[src/rtl/fib_dpram_writer.sv]
// rtl/fib_dpram_writer.sv - Fibonacci sequence writer into a dual-port RAM port
//
// Writes NTERMS Fibonacci terms (t0=SEED0, t1=SEED1, tk=t(k-1)+t(k-2) mod 2^16)
// to word addresses BASE_ADDR, BASE_ADDR+2, ... (8-bit wrapping), one per cycle.
// Optional readback (macro FIB_VERIFY_EN): polls BASE_ADDR until the last term
// appears there, then sweeps all words expecting them in reverse order.
//
// Ports:
//   clk       in   sole clock, rising edge
//   rst_n     in   asynchronous active-low reset
//   start     in   run request, honoured only in IDLE
//   addr      out  [7:0]  RAM address
//   d_out     out  [15:0] RAM write data
//   d_in      in   [15:0] RAM read data, zero-latency
//   wr, rd    out  write / read strobes (never both high)
//   busy      out  run in progress (low during the done cycle)
//   done      out  one-cycle completion pulse
//   err       out  sticky readback/timeout error (0 without FIB_VERIFY_EN)
//   overflow  out  sticky: a term sum carried out of 16 bits

module fib_dpram_writer #(
    parameter int          NTERMS    = 6,
    parameter logic [7:0]  BASE_ADDR = 8'h00,
    parameter logic [15:0] SEED0     = 16'd1,
    parameter logic [15:0] SEED1     = 16'd2,
    parameter logic [15:0] POLL_MAX  = 16'hFFFF
) (
    input  logic        clk,
    input  logic        rst_n,
    input  logic        start,
    output logic [7:0]  addr,
    output logic [15:0] d_out,
    input  logic [15:0] d_in,
    output logic        wr,
    output logic        rd,
    output logic        busy,
    output logic        done,
    output logic        err,
    output logic        overflow
);

    typedef enum logic [2:0] {
        S_IDLE,
        S_WRITE,
        S_WAIT,
        S_VERIFY,
        S_DONE
    } state_t;

    localparam logic [3:0] LAST_K = 4'(NTERMS - 1);

    state_t      state_q;
    logic [7:0]  addr_q;
    logic [15:0] d_out_q;
    logic [15:0] nxt_q;      // term following the one currently on d_out
    logic [3:0]  k_q;
    logic        wr_q;
    logic        busy_q;
    logic        done_q;
    logic        ovf_q;

    // d_out_q holds t(k), nxt_q holds t(k+1): their sum is t(k+2)
    logic [16:0] sum_d;
    logic        sum_used_d;
    assign sum_d      = {1'b0, d_out_q} + {1'b0, nxt_q};
    // the look-ahead sum may run past the last term; its carry must not count
    assign sum_used_d = (int'(k_q) + 2) < NTERMS;

`ifdef FIB_VERIFY_EN
    logic [15:0] terms_q [16];
    logic        rd_q;
    logic        err_q;
    logic [15:0] poll_q;
    logic [15:0] exp_d;
    // the sweep expects the words in reverse order
    assign exp_d = terms_q[LAST_K - k_q];
`else
    logic unused_inputs;
    assign unused_inputs = ^{d_in, POLL_MAX};
`endif

    always_ff @(posedge clk or negedge rst_n) begin
        if (!rst_n) begin
            state_q <= S_IDLE;
            addr_q  <= BASE_ADDR;
            d_out_q <= '0;
            nxt_q   <= '0;
            k_q     <= '0;
            wr_q    <= 1'b0;
            busy_q  <= 1'b0;
            done_q  <= 1'b0;
            ovf_q   <= 1'b0;
`ifdef FIB_VERIFY_EN
            rd_q    <= 1'b0;
            err_q   <= 1'b0;
            poll_q  <= '0;
            for (int i = 0; i < 16; i++) terms_q[i] <= '0;
`endif
        end else begin
            case (state_q)
                S_IDLE: begin
                    if (start) begin
                        state_q <= S_WRITE;
                        addr_q  <= BASE_ADDR;
                        d_out_q <= SEED0;
                        nxt_q   <= SEED1;
                        k_q     <= '0;
                        wr_q    <= 1'b1;
                        busy_q  <= 1'b1;
                        ovf_q   <= 1'b0;
`ifdef FIB_VERIFY_EN
                        err_q   <= 1'b0;
`endif
                    end
                end
                S_WRITE: begin
`ifdef FIB_VERIFY_EN
                    terms_q[k_q] <= d_out_q;
`endif
                    if (k_q == LAST_K) begin
                        wr_q    <= 1'b0;
                        d_out_q <= '0;
                        addr_q  <= BASE_ADDR;
                        k_q     <= '0;
`ifdef FIB_VERIFY_EN
                        state_q <= S_WAIT;
                        rd_q    <= 1'b1;
                        poll_q  <= '0;
`else
                        state_q <= S_DONE;
                        busy_q  <= 1'b0;
                        done_q  <= 1'b1;
`endif
                    end else begin
                        k_q     <= k_q + 4'd1;
                        addr_q  <= addr_q + 8'd2;
                        d_out_q <= nxt_q;
                        nxt_q   <= sum_d[15:0];
                        if (sum_d[16] && sum_used_d) ovf_q <= 1'b1;
                    end
                end
`ifdef FIB_VERIFY_EN
                S_WAIT: begin
                    // terms_q[LAST_K] was stored on the final write edge
                    if (d_in == terms_q[LAST_K]) begin
                        state_q <= S_VERIFY;
                        k_q     <= '0;
                        addr_q  <= BASE_ADDR;
                    end else if (poll_q == POLL_MAX - 16'd1) begin
                        state_q <= S_DONE;
                        err_q   <= 1'b1;
                        rd_q    <= 1'b0;
                        busy_q  <= 1'b0;
                        done_q  <= 1'b1;
                    end else begin
                        poll_q  <= poll_q + 16'd1;
                    end
                end
                S_VERIFY: begin
                    if (d_in != exp_d) err_q <= 1'b1;
                    if (k_q == LAST_K) begin
                        state_q <= S_DONE;
                        k_q     <= '0;
                        addr_q  <= BASE_ADDR;
                        rd_q    <= 1'b0;
                        busy_q  <= 1'b0;
                        done_q  <= 1'b1;
                    end else begin
                        k_q     <= k_q + 4'd1;
                        addr_q  <= addr_q + 8'd2;
                    end
                end
`endif
                S_DONE: begin
                    state_q <= S_IDLE;
                    done_q  <= 1'b0;
                end
                default: begin
                    state_q <= S_IDLE;
                end
            endcase
        end
    end

    assign addr     = addr_q;
    assign d_out    = d_out_q;
    assign wr       = wr_q;
    assign busy     = busy_q;
    assign done     = done_q;
    assign overflow = ovf_q;
`ifdef FIB_VERIFY_EN
    assign rd       = rd_q;
    assign err      = err_q;
`else
    assign rd       = 1'b0;
    assign err      = 1'b0;
`endif

endmodule

[config.mk]
export PLATFORM = sky130hd
export DESIGN_NAME = fib_dpram_writer
export DESIGN_NICKNAME = d
export VERILOG_FILES = /design/src/rtl/fib_dpram_writer.sv
export SDC_FILE = /design/constraint.sdc
export NUM_CORES = 1
export LEC_CHECK = 0
export CAP_MARGIN = 0
export CORE_MARGIN = 3
export CORE_UTILIZATION = 48
export DETAILED_ROUTE_END_ITERATION = 10
export PLACE_DENSITY_LB_ADDON = 0.12
export SLEW_MARGIN = 20
export SYNTH_ARGS = -nofsm -noshare
export SYNTH_HDL_FRONTEND = slang
export SYNTH_SLANG_ARGS = --single-unit
[constraint.sdc]
create_clock -name clk -period 2.34 [get_ports clk]
set_input_delay 0.468 -clock clk [delete_from_list [all_inputs] [get_ports clk]]
set_output_delay 0.468 -clock clk [all_outputs]
set_load 0.05 [all_outputs]
Word level (Yosys, flattened, before mapping)
Index checks and enable logic that the tools add are counted.
{"block": "word_totals", "wordCells": 54, "output_inout_bits": 30, "input_bits": 19, "regBits": 50}
{"block": "classes", "n_lt_le_gt_ge": 1, "n_reduce_logical": 10, "n_mux": 24, "n_addsub": 4, "eq_ne": 7}
{"operator": "$mux 16", "count": 4}
{"operator": "$pmux 16 s2", "count": 2}
{"operator": "$add 16x16->17", "count": 1}
{"operator": "$mux 8", "count": 2}
{"operator": "$pmux 8 s2", "count": 1}
{"operator": "$add 8x2->8 const B", "count": 1}
{"operator": "$mux 4", "count": 2}
{"operator": "$ne 2x2->1 const B", "count": 4}
{"operator": "$pmux 4 s2", "count": 1}
{"operator": "$mux 1", "count": 6}
{"operator": "$mux 3", "count": 2}
{"operator": "$pmux 1 s2", "count": 3}
{"operator": "$pmux 3 s2", "count": 1}
{"operator": "$reduce_and 2->1", "count": 3}
{"operator": "$reduce_and 3->1", "count": 2}
{"operator": "$add 4x2->5 const B", "count": 1}
{"operator": "$lt 5x3->1 const B", "count": 1}
{"operator": "$add 4x1->4 const B", "count": 1}
{"operator": "$eq 4x3->1 const B", "count": 1}
{"operator": "$reduce_and 4->1", "count": 1}
{"operator": "$reduce_bool 2->1", "count": 2}
{"operator": "$eq 3x1->1 const B", "count": 1}
{"operator": "$eq 3x3->1 const B", "count": 1}
{"operator": "$logic_not 3->1", "count": 1}
{"operator": "$logic_and 1x1->1", "count": 1}

Logic depth before layout (Yosys ltp)
Gate-level depths: netlist of the first run.
{"block": "logic_depth", "ltp_word": 6, "ltp_mapped": 10, "mapped_depth_nobuf": 9}

Worst setup path after synthesis of the first run
No wires, ideal clock.
{"block": "synth_timing", "path_type": "reg2reg", "start": "register d_out_q[0] (netlist: d_out[0])", "end": "register nxt_q[14]", "arrival_time_ns": 2.167, "path_slack_ns": 0.042, "stages_incl_launch_ff": 10, "setup_time_ns": 0.131, "path_buffers": 0, "required_ns": 2.209, "synth_period_minus_slack_ns": 2.298, "path_cell_list": "dfrtp_1 ha_1 inv_1 fa_1 nor2b_4 o211a_1 o311a_1 o31ai_2 xor2_1 o21ai_1"}
{"block": "synth_between", "elab_chain_cells": 3}
{"item": "start, declared", "line_no": "54", "rtl": "logic [15:0] d_out_q;"}
{"item": "start signal, assigned", "line_no": "137", "rtl": "d_out_q <= nxt_q;"}
{"item": "$add 16x16->17", "line_no": "65", "rtl": "assign sum_d = {1'b0, d_out_q} + {1'b0, nxt_q};"}
{"item": "$mux 16", "line_no": "120", "rtl": "if (k_q == LAST_K) begin"}
{"item": "$pmux 16 s2", "line_no": "100", "rtl": "case (state_q)"}
{"item": "end signal, assigned", "line_no": "138", "rtl": "nxt_q <= sum_d[15:0];"}
{"item": "end, declared", "line_no": "55", "rtl": "logic [15:0] nxt_q;"}
No other way between the ends. The select of a mux whose other input is x is not followed.
A chain may end at the register's enable or synchronous reset.

Worst setup path in the final report of the first run
{"block": "layout_timing", "start": "register d_out_q[0] (netlist: d_out[0])", "end": "register nxt_q[8]"}
Same word-level chain as after synthesis.

==> metrics.txt, run 1 <==
# TYPE chip_impl_metric gauge
chip_impl_info{name="run_status",value="completed"} 1
chip_impl_metric{name="clock_skew",unit="ns"} 0.0133
chip_impl_info{name="setup.worst_path.class",value="flip-flop to flip-flop"} 1
chip_impl_metric{name="dp_hpwl",unit="um"} 4110
chip_impl_metric{name="yosys_warnings",unit=""} 0
chip_impl_metric{name="tritoncts_num_sinks",unit=""} 48
chip_impl_info{name="top_layer",value="met4"} 1
chip_impl_metric{name="gr-total-overflow",unit=""} 0
chip_impl_metric{name="totalNegativeSetupSlack",unit="ns"} 0
chip_impl_metric{name="grt_first_pass_wirelength",unit="um"} 10300
chip_impl_info{name="dominant_combinational_cell_family_by_area_after_synthesis",value="compound AO/OA/AOI/OAI gates"} 1
chip_impl_metric{name="synthCells",unit=""} 301
chip_impl_metric{name="port_buffers",unit=""} 29
chip_impl_metric{name="die_width",unit="um"} 82.6
chip_impl_metric{name="yosys.area_share.adder",unit="%"} 9.16
chip_impl_metric{name="deepest_clock_path_buffer_count",unit=""} 2
chip_impl_metric{name="vias_per_cell",unit=""} 5.60
chip_impl_metric{name="stdcell_count",unit=""} 401
chip_impl_metric{name="post_synth_xor_area_fraction",unit="%"} 2.80
chip_impl_metric{name="floorplan.core_area",unit="sq um"} 5610
chip_impl_metric{name="post_synth_mux_area_share",unit="%"} 1.11
chip_impl_info{name="yosys-top-cells-count",value="sky130_fd_sc_hd__dfrtp_1 (48), sky130_fd_sc_hd__nand2_1 (25), sky130_fd_sc_hd__nor2_1 (21), sky130_fd_sc_hd__o21ai_1 (21)"} 1
chip_impl_metric{name="area.growth.synth_to_final",unit="%"} 18.1
chip_impl_metric{name="simple_gate_share_of_the_synthesized_area",unit="%"} 16.6
chip_impl_metric{name="syn_area",unit="sq um"} 2820
chip_impl_metric{name="clk_latency",unit="ns"} 0.31
chip_impl_metric{name="slew_of_the_pin_with_the_lowest_slew_margin",unit="ns"} 0.566
chip_impl_metric{name="h-tree-depth",unit=""} 2
chip_impl_metric{name="drt_first_pass_iters",unit=""} 4
chip_impl_metric{name="placedInstanceArea",unit="sq um"} 3180
chip_impl_metric{name="synth_edf_count",unit=""} 0
chip_impl_info{name="post-synth-top-count-cell",value="sky130_fd_sc_hd__dfrtp_1"} 1
chip_impl_metric{name="critPathArrivalTime",unit="ns"} 2.42
chip_impl_metric{name="row_count",unit=""} 27
chip_impl_info{name="critPathCaptureType",value="flip-flop"} 1
chip_impl_info{name="synth.top_cells.by_area",value="sky130_fd_sc_hd__dfrtp_1 (43%), sky130_fd_sc_hd__ha_1 (8.4%), sky130_fd_sc_hd__a22o_1 (4.7%)"} 1
chip_impl_metric{name="fin_util",unit="%"} 59.3
chip_impl_metric{name="ff2ff_setup_slack",unit="ns"} 0.14
chip_impl_metric{name="synth_top_area_share",unit="%"} 42.7
chip_impl_metric{name="num_antenna_cells",unit=""} 0
chip_impl_metric{name="synth_sequential_area_ratio",unit="%"} 42.7
chip_impl_metric{name="post_synth.cell_area_avg",unit="sq um"} 9.35
chip_impl_metric{name="layout.cell_area.non_filler",unit="sq um"} 3330
chip_impl_metric{name="finalSetupViolations",unit=""} 0
chip_impl_metric{name="fillers",unit=""} 524
chip_impl_metric{name="grt_max_degree",unit=""} 28
chip_impl_metric{name="io_pins",unit=""} 49
chip_impl_info{name="cts.root.buffer_cell",value="sky130_fd_sc_hd__clkbuf_8"} 1
chip_impl_metric{name="timing.critical_path.fanout_max",unit=""} 3
chip_impl_metric{name="gr-usage-all-layers",unit="%"} 19.3
chip_impl_metric{name="synth.ff_latch_count",unit=""} 48
chip_impl_metric{name="drc_violation_total_after_the_first_tritonroute_iteration",unit=""} 98
chip_impl_metric{name="replace_congestion",unit=""} 0.806
chip_impl_info{name="grt_setup_unrepaired",value="no"} 1
chip_impl_info{name="yosys.area.top_type",value="sky130_fd_sc_hd__dfrtp_1"} 1
chip_impl_metric{name="drive_gt1_share",unit="%"} 7.90
chip_impl_metric{name="ant_nets",unit=""} 0
chip_impl_metric{name="cts-hold-fix-buffers",unit=""} 0
chip_impl_metric{name="timing.max_cap.violations",unit=""} 0
chip_impl_metric{name="fmax",unit="MHz"} 454
chip_impl_info{name="cts_tree",value="yes"} 1
chip_impl_metric{name="dp_cells",unit=""} 393
chip_impl_info{name="ys.flop_type",value="sky130_fd_sc_hd__dfrtp_1"} 1
chip_impl_metric{name="num_vias",unit=""} 2244
chip_impl_metric{name="cts.repair_timing.setup_buffer_count",unit=""} 0
chip_impl_metric{name="cts_made_buffers",unit=""} 5
chip_impl_metric{name="initial_util",unit="%"} 50.2
chip_impl_metric{name="route.detailed.drc",unit=""} 0
chip_impl_metric{name="wl_per_cell",unit="um"} 14.6
chip_impl_metric{name="totalWireLength",unit="um"} 5850
chip_impl_metric{name="synth_compound_gate_area_share",unit="%"} 23.4
chip_impl_metric{name="met2_length",unit="um"} 2740
chip_impl_metric{name="synthArstFlopShare",unit="%"} 100
chip_impl_metric{name="die-area",unit="sq um"} 6820
chip_impl_metric{name="die_y",unit="um"} 82.6
chip_impl_metric{name="post-route-min-period",unit="ns"} 2.20
chip_impl_metric{name="route.met3.wl",unit="um"} 177
chip_impl_metric{name="worst_setup_hold_path_clk_slew",unit="ns"} 0.10
chip_impl_metric{name="timing_max_transition_violations_final",unit=""} 0
chip_impl_metric{name="first_global_vias",unit=""} 2167
chip_impl_metric{name="final_min_period_over_clock_period",unit="%"} 94.0
chip_impl_metric{name="grt_antenna_before_repair",unit=""} 0
chip_impl_metric{name="hold_viol_final",unit=""} 0
chip_impl_info{name="hold_class",value="input port to asynchronous set/reset pin"} 1
chip_impl_metric{name="headroom_to_the_max_slew_limit",unit="%"} 62.3
chip_impl_metric{name="worst_ep_required_time",unit="ns"} 2.56
chip_impl_info{name="worstSetupStartpointType",value="flip-flop"} 1
chip_impl_metric{name="post_cts.resized_instances",unit=""} 0
chip_impl_metric{name="drt-met1-wl",unit="um"} 2880
chip_impl_metric{name="final_nets",unit=""} 367
chip_impl_metric{name="netlist-cell-type-count",unit=""} 51
[path summary, 6_finish.rpt]
kind | start | end | depth (start not counted)
min in group clk | nxt_q[0]$_DFFE_PN0P_ | nxt_q[0]$_DFFE_PN0P_ | 2
max in group asynchronous | rst_n | nxt_q[14]$_DFFE_PN0P_ | 2
setup reg to reg | d_out[0]$_DFFE_PN0P_ | nxt_q[8]$_DFFE_PN0P_ | 9
hold / removal | rst_n | addr[5]$_DFFE_PN0P_ | 1
setup / recovery | d_out[0]$_DFFE_PN0P_ | nxt_q[8]$_DFFE_PN0P_ | 9
hold reg to reg | nxt_q[0]$_DFFE_PN0P_ | nxt_q[0]$_DFFE_PN0P_ | 2
[layout by cell type, fill, tap and decap left out, drive strengths merged, types with 2 or more instances in the layout]
cell / instances
nand2b: 4
nor3: 5
a31oi: 3
o211a: 2
xnor2: 4
o21bai: 2
nand3: 17
mux2i: 2
nor2: 21
o41ai: 2
nand3b: 2
clkdlybuf4s50: 28
xor2: 5
and3: 4
a21o: 5
inv: 9
buf: 8
a22o: 15
a21oi: 19
nor2b: 5
o21a: 5
clkbuf: 5
o31ai: 4
o21ai: 35
nand2: 25
ha: 19
dfrtp: 48
nor3b: 4
conb: 3
[registers in the layout, summed over array words and instances (netlist names)]
name,cells
state_q,2
overflow,1
addr,7
done,1
d_out,16
k_q,4
busy,1
nxt_q,16
[area by class of cell]
cell class | count | area, sq um | share of cell area [%]
sequential | 48 | 1200 | 36.1
tap | 72 | 90.1 | 2.71
clock buffer | 5 | 68.8 | 2.07
timing repair buffer | 36 | 350 | 10.5
multi-input combinational | 229 | 1540 | 46.3
inverter | 8 | 30.0 | 0.903
clock inverter | 3 | 46.3 | 1.39
[critical path: stages (launching register included)]
cell and delay, ns:
sky130_fd_sc_hd__dfrtp_1 0.41, sky130_fd_sc_hd__ha_1 0.24, sky130_fd_sc_hd__inv_1 0.08, sky130_fd_sc_hd__fa_2 0.22, sky130_fd_sc_hd__nor2b_4 0.05, sky130_fd_sc_hd__o211a_1 0.25, sky130_fd_sc_hd__o31a_1 0.31, sky130_fd_sc_hd__o21a_1 0.19
sky130_fd_sc_hd__o21a_1 0.16, sky130_fd_sc_hd__o31ai_1 0.20
[kinds of logic after synthesis]
group	Yosys count
buffers and inverters	26
and+or+nand+nor	93
other	1
muxes	3
DFF	48
adders and majority gates	20
AOI/OAI and AO/OA	101
xor gates and xnor gates	9
[stage by stage]
stage | setup WS [ns] | hold WS [ns]
6_report | 0.140 | 0.143
3_5_place_dp | 0.125 | 0.485
2_1_floorplan | 0.0421 | 0.172
5_1_grt | 0.00890 | 0.171
4_1_cts | 0.0863 | 0.153
3_3_place_gp | 0.127 | 0.484
[metal layers]
metal | vias up | track usage, %
li1 | 1144 | -
met1 | 1055 | 26.9
met2 | 41 | 31.6
met3 | 4 | 2.93
met4 | 0 | 4.74
met5 | - | 0
Power of run 1 is left out: the tool's default activity adds up to more than one toggle a clock period on the data nets, which glitch-free logic cannot reach.
==> run 2: changes to the inputs <==
--- a/config.mk
+++ b/config.mk
@@ -6,10 +6,10 @@
 export NUM_CORES = 1
 export LEC_CHECK = 0
 export CAP_MARGIN = 0
-export CORE_MARGIN = 3
 export CORE_UTILIZATION = 48
 export DETAILED_ROUTE_END_ITERATION = 10
 export PLACE_DENSITY_LB_ADDON = 0.12
+export SETUP_SLACK_MARGIN = 0.1
 export SLEW_MARGIN = 20
 export SYNTH_ARGS = -nofsm -noshare
 export SYNTH_HDL_FRONTEND = slang
==> run 2 against run 1 <==
Net effect:
- utilization down 0.18 points
- critical endpoint is now nxt_q[12]$_DFFE_PN0P_
- clock-buffer cell count is 2 higher
- maximum frequency rose by 1.0%
==> metrics.txt, run 2 (same netlist as run 1, synthesis figures left out) <==
# TYPE chip_impl_metric gauge
chip_impl_metric{name="dp_hpwl",unit="um"} 4220
chip_impl_metric{name="tritoncts_num_sinks",unit=""} 48
chip_impl_metric{name="hold_viol_final",unit=""} 0
chip_impl_info{name="critPathCaptureType",value="flip-flop"} 1
chip_impl_metric{name="route.detailed.drc",unit=""} 0
chip_impl_info{name="grt_setup_unrepaired",value="yes"} 1
chip_impl_metric{name="post-route-min-period",unit="ns"} 2.18
chip_impl_metric{name="worst_ep_required_time",unit="ns"} 2.57
chip_impl_metric{name="num_antenna_cells",unit=""} 0
chip_impl_info{name="cts.root.buffer_cell",value="sky130_fd_sc_hd__clkbuf_8"} 1
chip_impl_info{name="top_layer",value="met4"} 1
chip_impl_metric{name="cts_made_buffers",unit=""} 5
chip_impl_metric{name="drc_violation_total_after_the_first_tritonroute_iteration",unit=""} 124
chip_impl_metric{name="io_pins",unit=""} 49
chip_impl_metric{name="ant_nets",unit=""} 0
chip_impl_metric{name="initial_util",unit="%"} 50.5
chip_impl_metric{name="slew_of_the_pin_with_the_lowest_slew_margin",unit="ns"} 0.586
chip_impl_metric{name="route.met3.wl",unit="um"} 165
chip_impl_info{name="hold_class",value="input port to asynchronous set/reset pin"} 1
chip_impl_metric{name="headroom_to_the_max_slew_limit",unit="%"} 60.9
chip_impl_metric{name="replace_congestion",unit=""} 0.840
chip_impl_metric{name="floorplan.core_area",unit="sq um"} 5570
chip_impl_metric{name="gr-total-overflow",unit=""} 0
chip_impl_metric{name="num_vias",unit=""} 2331
chip_impl_metric{name="row_count",unit=""} 27
chip_impl_metric{name="die_y",unit="um"} 78.6
chip_impl_metric{name="dpl_worst_slack",unit="ns"} 0.109
chip_impl_metric{name="totalWireLength",unit="um"} 6180
chip_impl_metric{name="grt_max_degree",unit=""} 28
chip_impl_metric{name="drt-met1-wl",unit="um"} 3010
chip_impl_metric{name="timing.critical_path.fanout_max",unit=""} 3
chip_impl_info{name="most_frequent_cells_in_the_layout",value="sky130_fd_sc_hd__dfrtp_1 (47), sky130_fd_sc_hd__clkdlybuf4s50_1 (28), sky130_fd_sc_hd__nand2_1 (25), sky130_fd_sc_hd__o21ai_1 (21), sky130_fd_sc_hd__nor2_1 (21)"} 1
chip_impl_info{name="run_status",value="completed"} 1
chip_impl_metric{name="first_global_vias",unit=""} 2250
chip_impl_info{name="mostFrequentLayoutCell",value="sky130_fd_sc_hd__dfrtp_1"} 1
chip_impl_metric{name="grt_antenna_before_repair",unit=""} 0
chip_impl_info{name="setup.worst_path.class",value="flip-flop to flip-flop"} 1
chip_impl_info{name="cts_tree",value="yes"} 1
chip_impl_metric{name="area.growth.synth_to_final",unit="%"} 17.1
chip_impl_metric{name="vias_per_cell",unit=""} 5.78
chip_impl_metric{name="worst_setup_hold_path_clk_slew",unit="ns"} 0.09
chip_impl_metric{name="finalSetupViolations",unit=""} 0
chip_impl_metric{name="clk_latency",unit="ns"} 0.30
chip_impl_metric{name="timing_max_transition_violations_final",unit=""} 0
chip_impl_metric{name="clock_skew",unit="ns"} 0.00835
chip_impl_metric{name="drive_gt1_share",unit="%"} 8.46
chip_impl_info{name="worstSetupStartpointType",value="flip-flop"} 1
chip_impl_metric{name="die_width",unit="um"} 78.6
chip_impl_metric{name="cts-hold-fix-buffers",unit=""} 0
chip_impl_metric{name="h-tree-depth",unit=""} 2
chip_impl_metric{name="multi_input_comb_area",unit="sq um"} 1530
chip_impl_metric{name="wl_per_cell",unit="um"} 15.3
chip_impl_metric{name="final.setup.worst_slack",unit="ns"} 0.162
chip_impl_metric{name="layout.area.seq",unit="sq um"} 1200
chip_impl_metric{name="final_min_period_over_clock_period",unit="%"} 93.1
chip_impl_metric{name="timing.max_cap.violations",unit=""} 0
chip_impl_metric{name="fillers",unit=""} 515
chip_impl_metric{name="fmax",unit="MHz"} 459
chip_impl_metric{name="drt_first_pass_iters",unit=""} 4
chip_impl_metric{name="port_buffers",unit=""} 29
chip_impl_metric{name="deepest_clock_path_buffer_count",unit=""} 2
chip_impl_metric{name="critPathArrivalTime",unit="ns"} 2.41
chip_impl_metric{name="final_nets",unit=""} 369
chip_impl_metric{name="gr-usage-all-layers",unit="%"} 21.9
chip_impl_metric{name="met2_length",unit="um"} 2970
chip_impl_metric{name="die-area",unit="sq um"} 6180
chip_impl_metric{name="totalNegativeSetupSlack",unit="ns"} 0
chip_impl_metric{name="grt_first_pass_wirelength",unit="um"} 10600
[run 2: cell count changes in the layout (fill, tap and decap cells not counted), sizes merged]
cell,change
buf,+2
clkbuf,+2
bufinv,-1
clkinv,+1
clkinvlp,-1
inv,-1
[run 2: per-layer routing]
metal	vias to the layer above	global-route usage, %
met3	2	4.19
met1	1146	29.4
met5	-	0
met4	0	4.44
met2	39	36.6
li1	1144	-
[run 2: final cells by class]
type                       count  share of cell area (%)
tap                           72                    2.73
multi-input combinational    229                    46.3
timing repair buffer          38                    11.1
inverter                       8                   0.911
sequential                    48                    36.5
clock inverter                 1                   0.152
clock buffer                   7                    2.32
[run 2: path summary, 6_finish.rpt]
check	from	end	slack, ns	depth (start not counted)
worst min register to register	nxt_q[0]$_DFFE_PN0P_	nxt_q[0]$_DFFE_PN0P_	0.51	2
worst max-delay path	d_out[0]$_DFFE_PN0P_	nxt_q[12]$_DFFE_PN0P_	0.16	9
worst min-delay path	rst_n	k_q[2]$_DFFE_PN0P_	0.16	1
min in group clk	nxt_q[0]$_DFFE_PN0P_	nxt_q[0]$_DFFE_PN0P_	0.51	2
max in group asynchronous	rst_n	nxt_q[3]$_DFFE_PN0P_	1.64	2
worst max register to register	d_out[0]$_DFFE_PN0P_	nxt_q[12]$_DFFE_PN0P_	0.16	9
[run 2: timing repair]
action	CTS	global route
pin swaps	4	2
resized for setup	3	2
endpoints found under the setup margin	2	5
buffers inserted	2	0
cloned	0	0
[run 2: stage by stage]
stage                     cell area, sq um  util (%)  hold WS (ns)  cells
after CTS                             3280      58.9         0.178    403
after floorplan                       2820         -         0.172    303
final                                 3300      59.1         0.160    403
after global placement                3180      57.1         0.488    393
after global routing                  3300      59.1         0.193    403
after detailed placement              3180      57.1         0.489    393
[run 2: critical path: stages (launching register included)]
cell and delay (ns):
sky130_fd_sc_hd__dfrtp_2 0.42, sky130_fd_sc_hd__ha_2 0.20, sky130_fd_sc_hd__inv_2 0.06, sky130_fd_sc_hd__fa_2 0.23, sky130_fd_sc_hd__nor2b_4 0.05, sky130_fd_sc_hd__o211a_1 0.23, sky130_fd_sc_hd__o21ai_1 0.20, sky130_fd_sc_hd__a21oi_1 0.15
sky130_fd_sc_hd__or4b_1 0.48, sky130_fd_sc_hd__nand3_1 0.10
Power of run 2 is left out for the same reason.
==> run 3: changes to the inputs <==
--- a/config.mk
+++ b/config.mk
@@ -8,7 +8,7 @@
 export CAP_MARGIN = 0
 export CORE_UTILIZATION = 48
 export DETAILED_ROUTE_END_ITERATION = 10
-export PLACE_DENSITY_LB_ADDON = 0.12
+export PLACE_DENSITY = 0.74
 export SETUP_SLACK_MARGIN = 0.1
 export SLEW_MARGIN = 20
 export SYNTH_ARGS = -nofsm -noshare
==> run 3 against run 2 <==
Net effect:
- critical path type unchanged
- design area increased by 2.7%
- highest routed layer unchanged
- worst hold slack gained 0.011 ns
- routed wire length up 1.6%
- non-clock buffer count fell by 1
- clock skew grew 0.0025 ns
- first-iteration DRC count is 1.6% higher
- utilization is 1.6 points higher
- cell count decreased by 0.25%
- sequential share of layout area down 0.96 points
==> metrics.txt, run 3 (same netlist as run 1, synthesis figures left out) <==
# TYPE chip_impl_metric gauge
chip_impl_info{name="run_status",value="completed"} 1
chip_impl_metric{name="fmax",unit="MHz"} 443
chip_impl_metric{name="final.setup.worst_slack",unit="ns"} 0.0808
chip_impl_metric{name="first_global_vias",unit=""} 2263
chip_impl_metric{name="cts_made_buffers",unit=""} 5
chip_impl_metric{name="final_min_period_over_clock_period",unit="%"} 96.5
chip_impl_metric{name="clk_latency",unit="ns"} 0.31
chip_impl_info{name="crit_slowest_cell",value="sky130_fd_sc_hd__dfrtp_2"} 1
chip_impl_metric{name="critPathArrivalTime",unit="ns"} 2.45
chip_impl_metric{name="path_buf_inv",unit=""} 2
chip_impl_metric{name="gr-total-overflow",unit=""} 0
chip_impl_metric{name="vias_per_cell",unit=""} 5.82
chip_impl_metric{name="grt_max_degree",unit=""} 28
chip_impl_metric{name="headroom_to_the_max_slew_limit",unit="%"} 58.4
chip_impl_metric{name="die_width",unit="um"} 78.6
chip_impl_metric{name="placedInstanceArea",unit="sq um"} 3180
chip_impl_metric{name="drc_violation_total_after_the_first_tritonroute_iteration",unit=""} 126
chip_impl_metric{name="dpl_worst_slack",unit="ns"} 0.0906
chip_impl_info{name="cpLargestDelayFamily",value="compound AO/OA/AOI/OAI gates"} 1
chip_impl_metric{name="worst_ep_required_time",unit="ns"} 2.54
chip_impl_info{name="worst_setup_path_startpoint",value="d_out[0]$_DFFE_PN0P_"} 1
chip_impl_info{name="most_frequent_cells_in_the_layout",value="sky130_fd_sc_hd__dfrtp_1 (47), sky130_fd_sc_hd__clkdlybuf4s50_1 (28), sky130_fd_sc_hd__nand2_1 (25), sky130_fd_sc_hd__nor2_1 (21), sky130_fd_sc_hd__o21ai_1 (20)"} 1
chip_impl_info{name="critical_path.cell_chain",value="ha_4 -> inv_2 -> fa_2 -> nor2b_4 -> o211a_4 -> o311a_4 -> buf_4 -> o21a_1 -> o31ai_2"} 1
chip_impl_metric{name="tritoncts_num_sinks",unit=""} 48
chip_impl_metric{name="dp_hpwl",unit="um"} 4280
chip_impl_metric{name="replace_congestion",unit=""} 0.826
chip_impl_info{name="timing.rr.start",value="d_out[0]$_DFFE_PN0P_"} 1
chip_impl_metric{name="io_pins",unit=""} 49
chip_impl_metric{name="die_y",unit="um"} 78.6
chip_impl_info{name="grt_setup_unrepaired",value="yes"} 1
chip_impl_metric{name="port_buffers",unit=""} 29
chip_impl_metric{name="drt_first_pass_iters",unit=""} 4
chip_impl_metric{name="gr-usage-all-layers",unit="%"} 21.5
chip_impl_metric{name="timing_max_transition_violations_final",unit=""} 0
chip_impl_info{name="worstSetupStartpointType",value="flip-flop"} 1
chip_impl_metric{name="finalSetupViolations",unit=""} 0
chip_impl_metric{name="timing.critical_path.slowest_cell_delay",unit="ns"} 0.44
chip_impl_metric{name="timing.max_cap.violations",unit=""} 0
chip_impl_metric{name="hold_viol_final",unit=""} 0
chip_impl_info{name="hold_class",value="input port to asynchronous set/reset pin"} 1
chip_impl_metric{name="deepest_clock_path_buffer_count",unit=""} 2
chip_impl_metric{name="route.detailed.drc",unit=""} 0
chip_impl_metric{name="initial_util",unit="%"} 50.5
chip_impl_metric{name="num_antenna_cells",unit=""} 0
chip_impl_info{name="setup.worst_path.class",value="flip-flop to flip-flop"} 1
chip_impl_metric{name="final_nets",unit=""} 368
chip_impl_metric{name="cts-hold-fix-buffers",unit=""} 0
chip_impl_metric{name="grt_antenna_before_repair",unit=""} 0
chip_impl_metric{name="area.growth.synth_to_final",unit="%"} 20.2
chip_impl_metric{name="totalNegativeSetupSlack",unit="ns"} 0
chip_impl_info{name="mostFrequentLayoutCell",value="sky130_fd_sc_hd__dfrtp_1"} 1
chip_impl_metric{name="row_count",unit=""} 27
chip_impl_metric{name="timing.critical_path.fanout_max",unit=""} 3
chip_impl_metric{name="grt_first_pass_wirelength",unit="um"} 10400
chip_impl_metric{name="totalWireLength",unit="um"} 6280
chip_impl_info{name="cts_tree",value="yes"} 1
chip_impl_metric{name="wl_per_cell",unit="um"} 15.6
chip_impl_metric{name="worst_setup_hold_path_clk_slew",unit="ns"} 0.09
chip_impl_metric{name="num_vias",unit=""} 2340
chip_impl_metric{name="clock_skew",unit="ns"} 0.0108
chip_impl_metric{name="drive_gt1_share",unit="%"} 9.70
chip_impl_metric{name="slew_of_the_pin_with_the_lowest_slew_margin",unit="ns"} 0.624
chip_impl_info{name="cts.root.buffer_cell",value="sky130_fd_sc_hd__clkbuf_8"} 1
chip_impl_metric{name="die-area",unit="sq um"} 6180
chip_impl_info{name="critPathCaptureType",value="flip-flop"} 1
chip_impl_metric{name="post-route-min-period",unit="ns"} 2.26
chip_impl_metric{name="ant_nets",unit=""} 0
chip_impl_metric{name="h-tree-depth",unit=""} 2
chip_impl_metric{name="layout.cell_area.non_filler",unit="sq um"} 3380
chip_impl_metric{name="floorplan.core_area",unit="sq um"} 5570
==> run 3: area by class of cell <==
cell class	instances	area [sq um]
multi-input cells	229	1570
inverters	8	30.0
repair buffers	37	358
clock buffers	6	72.6
clock inverters	2	60.1
well taps	72	90.1
flip-flops and latches	48	1200
fillers	489	2190
==> run 3: worst paths after layout <==
| path | to | slack (ns) | depth (start not counted) |
|---|---|---|---|
| max in group asynchronous | d_out[3]$_DFFE_PN0P_ | 1.61 | 2 |
| worst max register to register | nxt_q[10]$_DFFE_PN0P_ | 0.08 | 9 |
| min in group clk | d_out[12]$_DFFE_PN0P_ | 0.53 | 1 |
| worst min register to register | d_out[12]$_DFFE_PN0P_ | 0.53 | 1 |
| worst max-delay path | nxt_q[10]$_DFFE_PN0P_ | 0.08 | 9 |
| worst min-delay path | addr[7]$_DFFE_PN0P_ | 0.17 | 1 |
==> run 3: timing repair <==
item,CTS,global route
setup endpoints to repair,3,6
endpoints found under the hold margin,0,0
buffers inserted,1,0
pin swaps,5,5
resized for setup,4,7
==> run 3: metrics by stage <==
stage	utilization (%)	cells	hold WS, ns
after floorplan	-	303	0.172
after global placement	57.1	393	0.482
after detailed placement	57.1	393	0.505
after CTS	59.8	402	0.198
after global routing	60.7	402	0.210
final	60.7	402	0.172
==> run 3: metal layers <==
metal / up-vias / GRT usage, % / part of all wire (%)
met5: - / 0 / 0
met4: 0 / 6.30 / 1.4
met3: 8 / 3.84 / 3.0
met2: 47 / 37.7 / 50
met1: 1140 / 26.9 / 46
li1: 1145 / - / -
Power of run 3 is left out for the same reason.
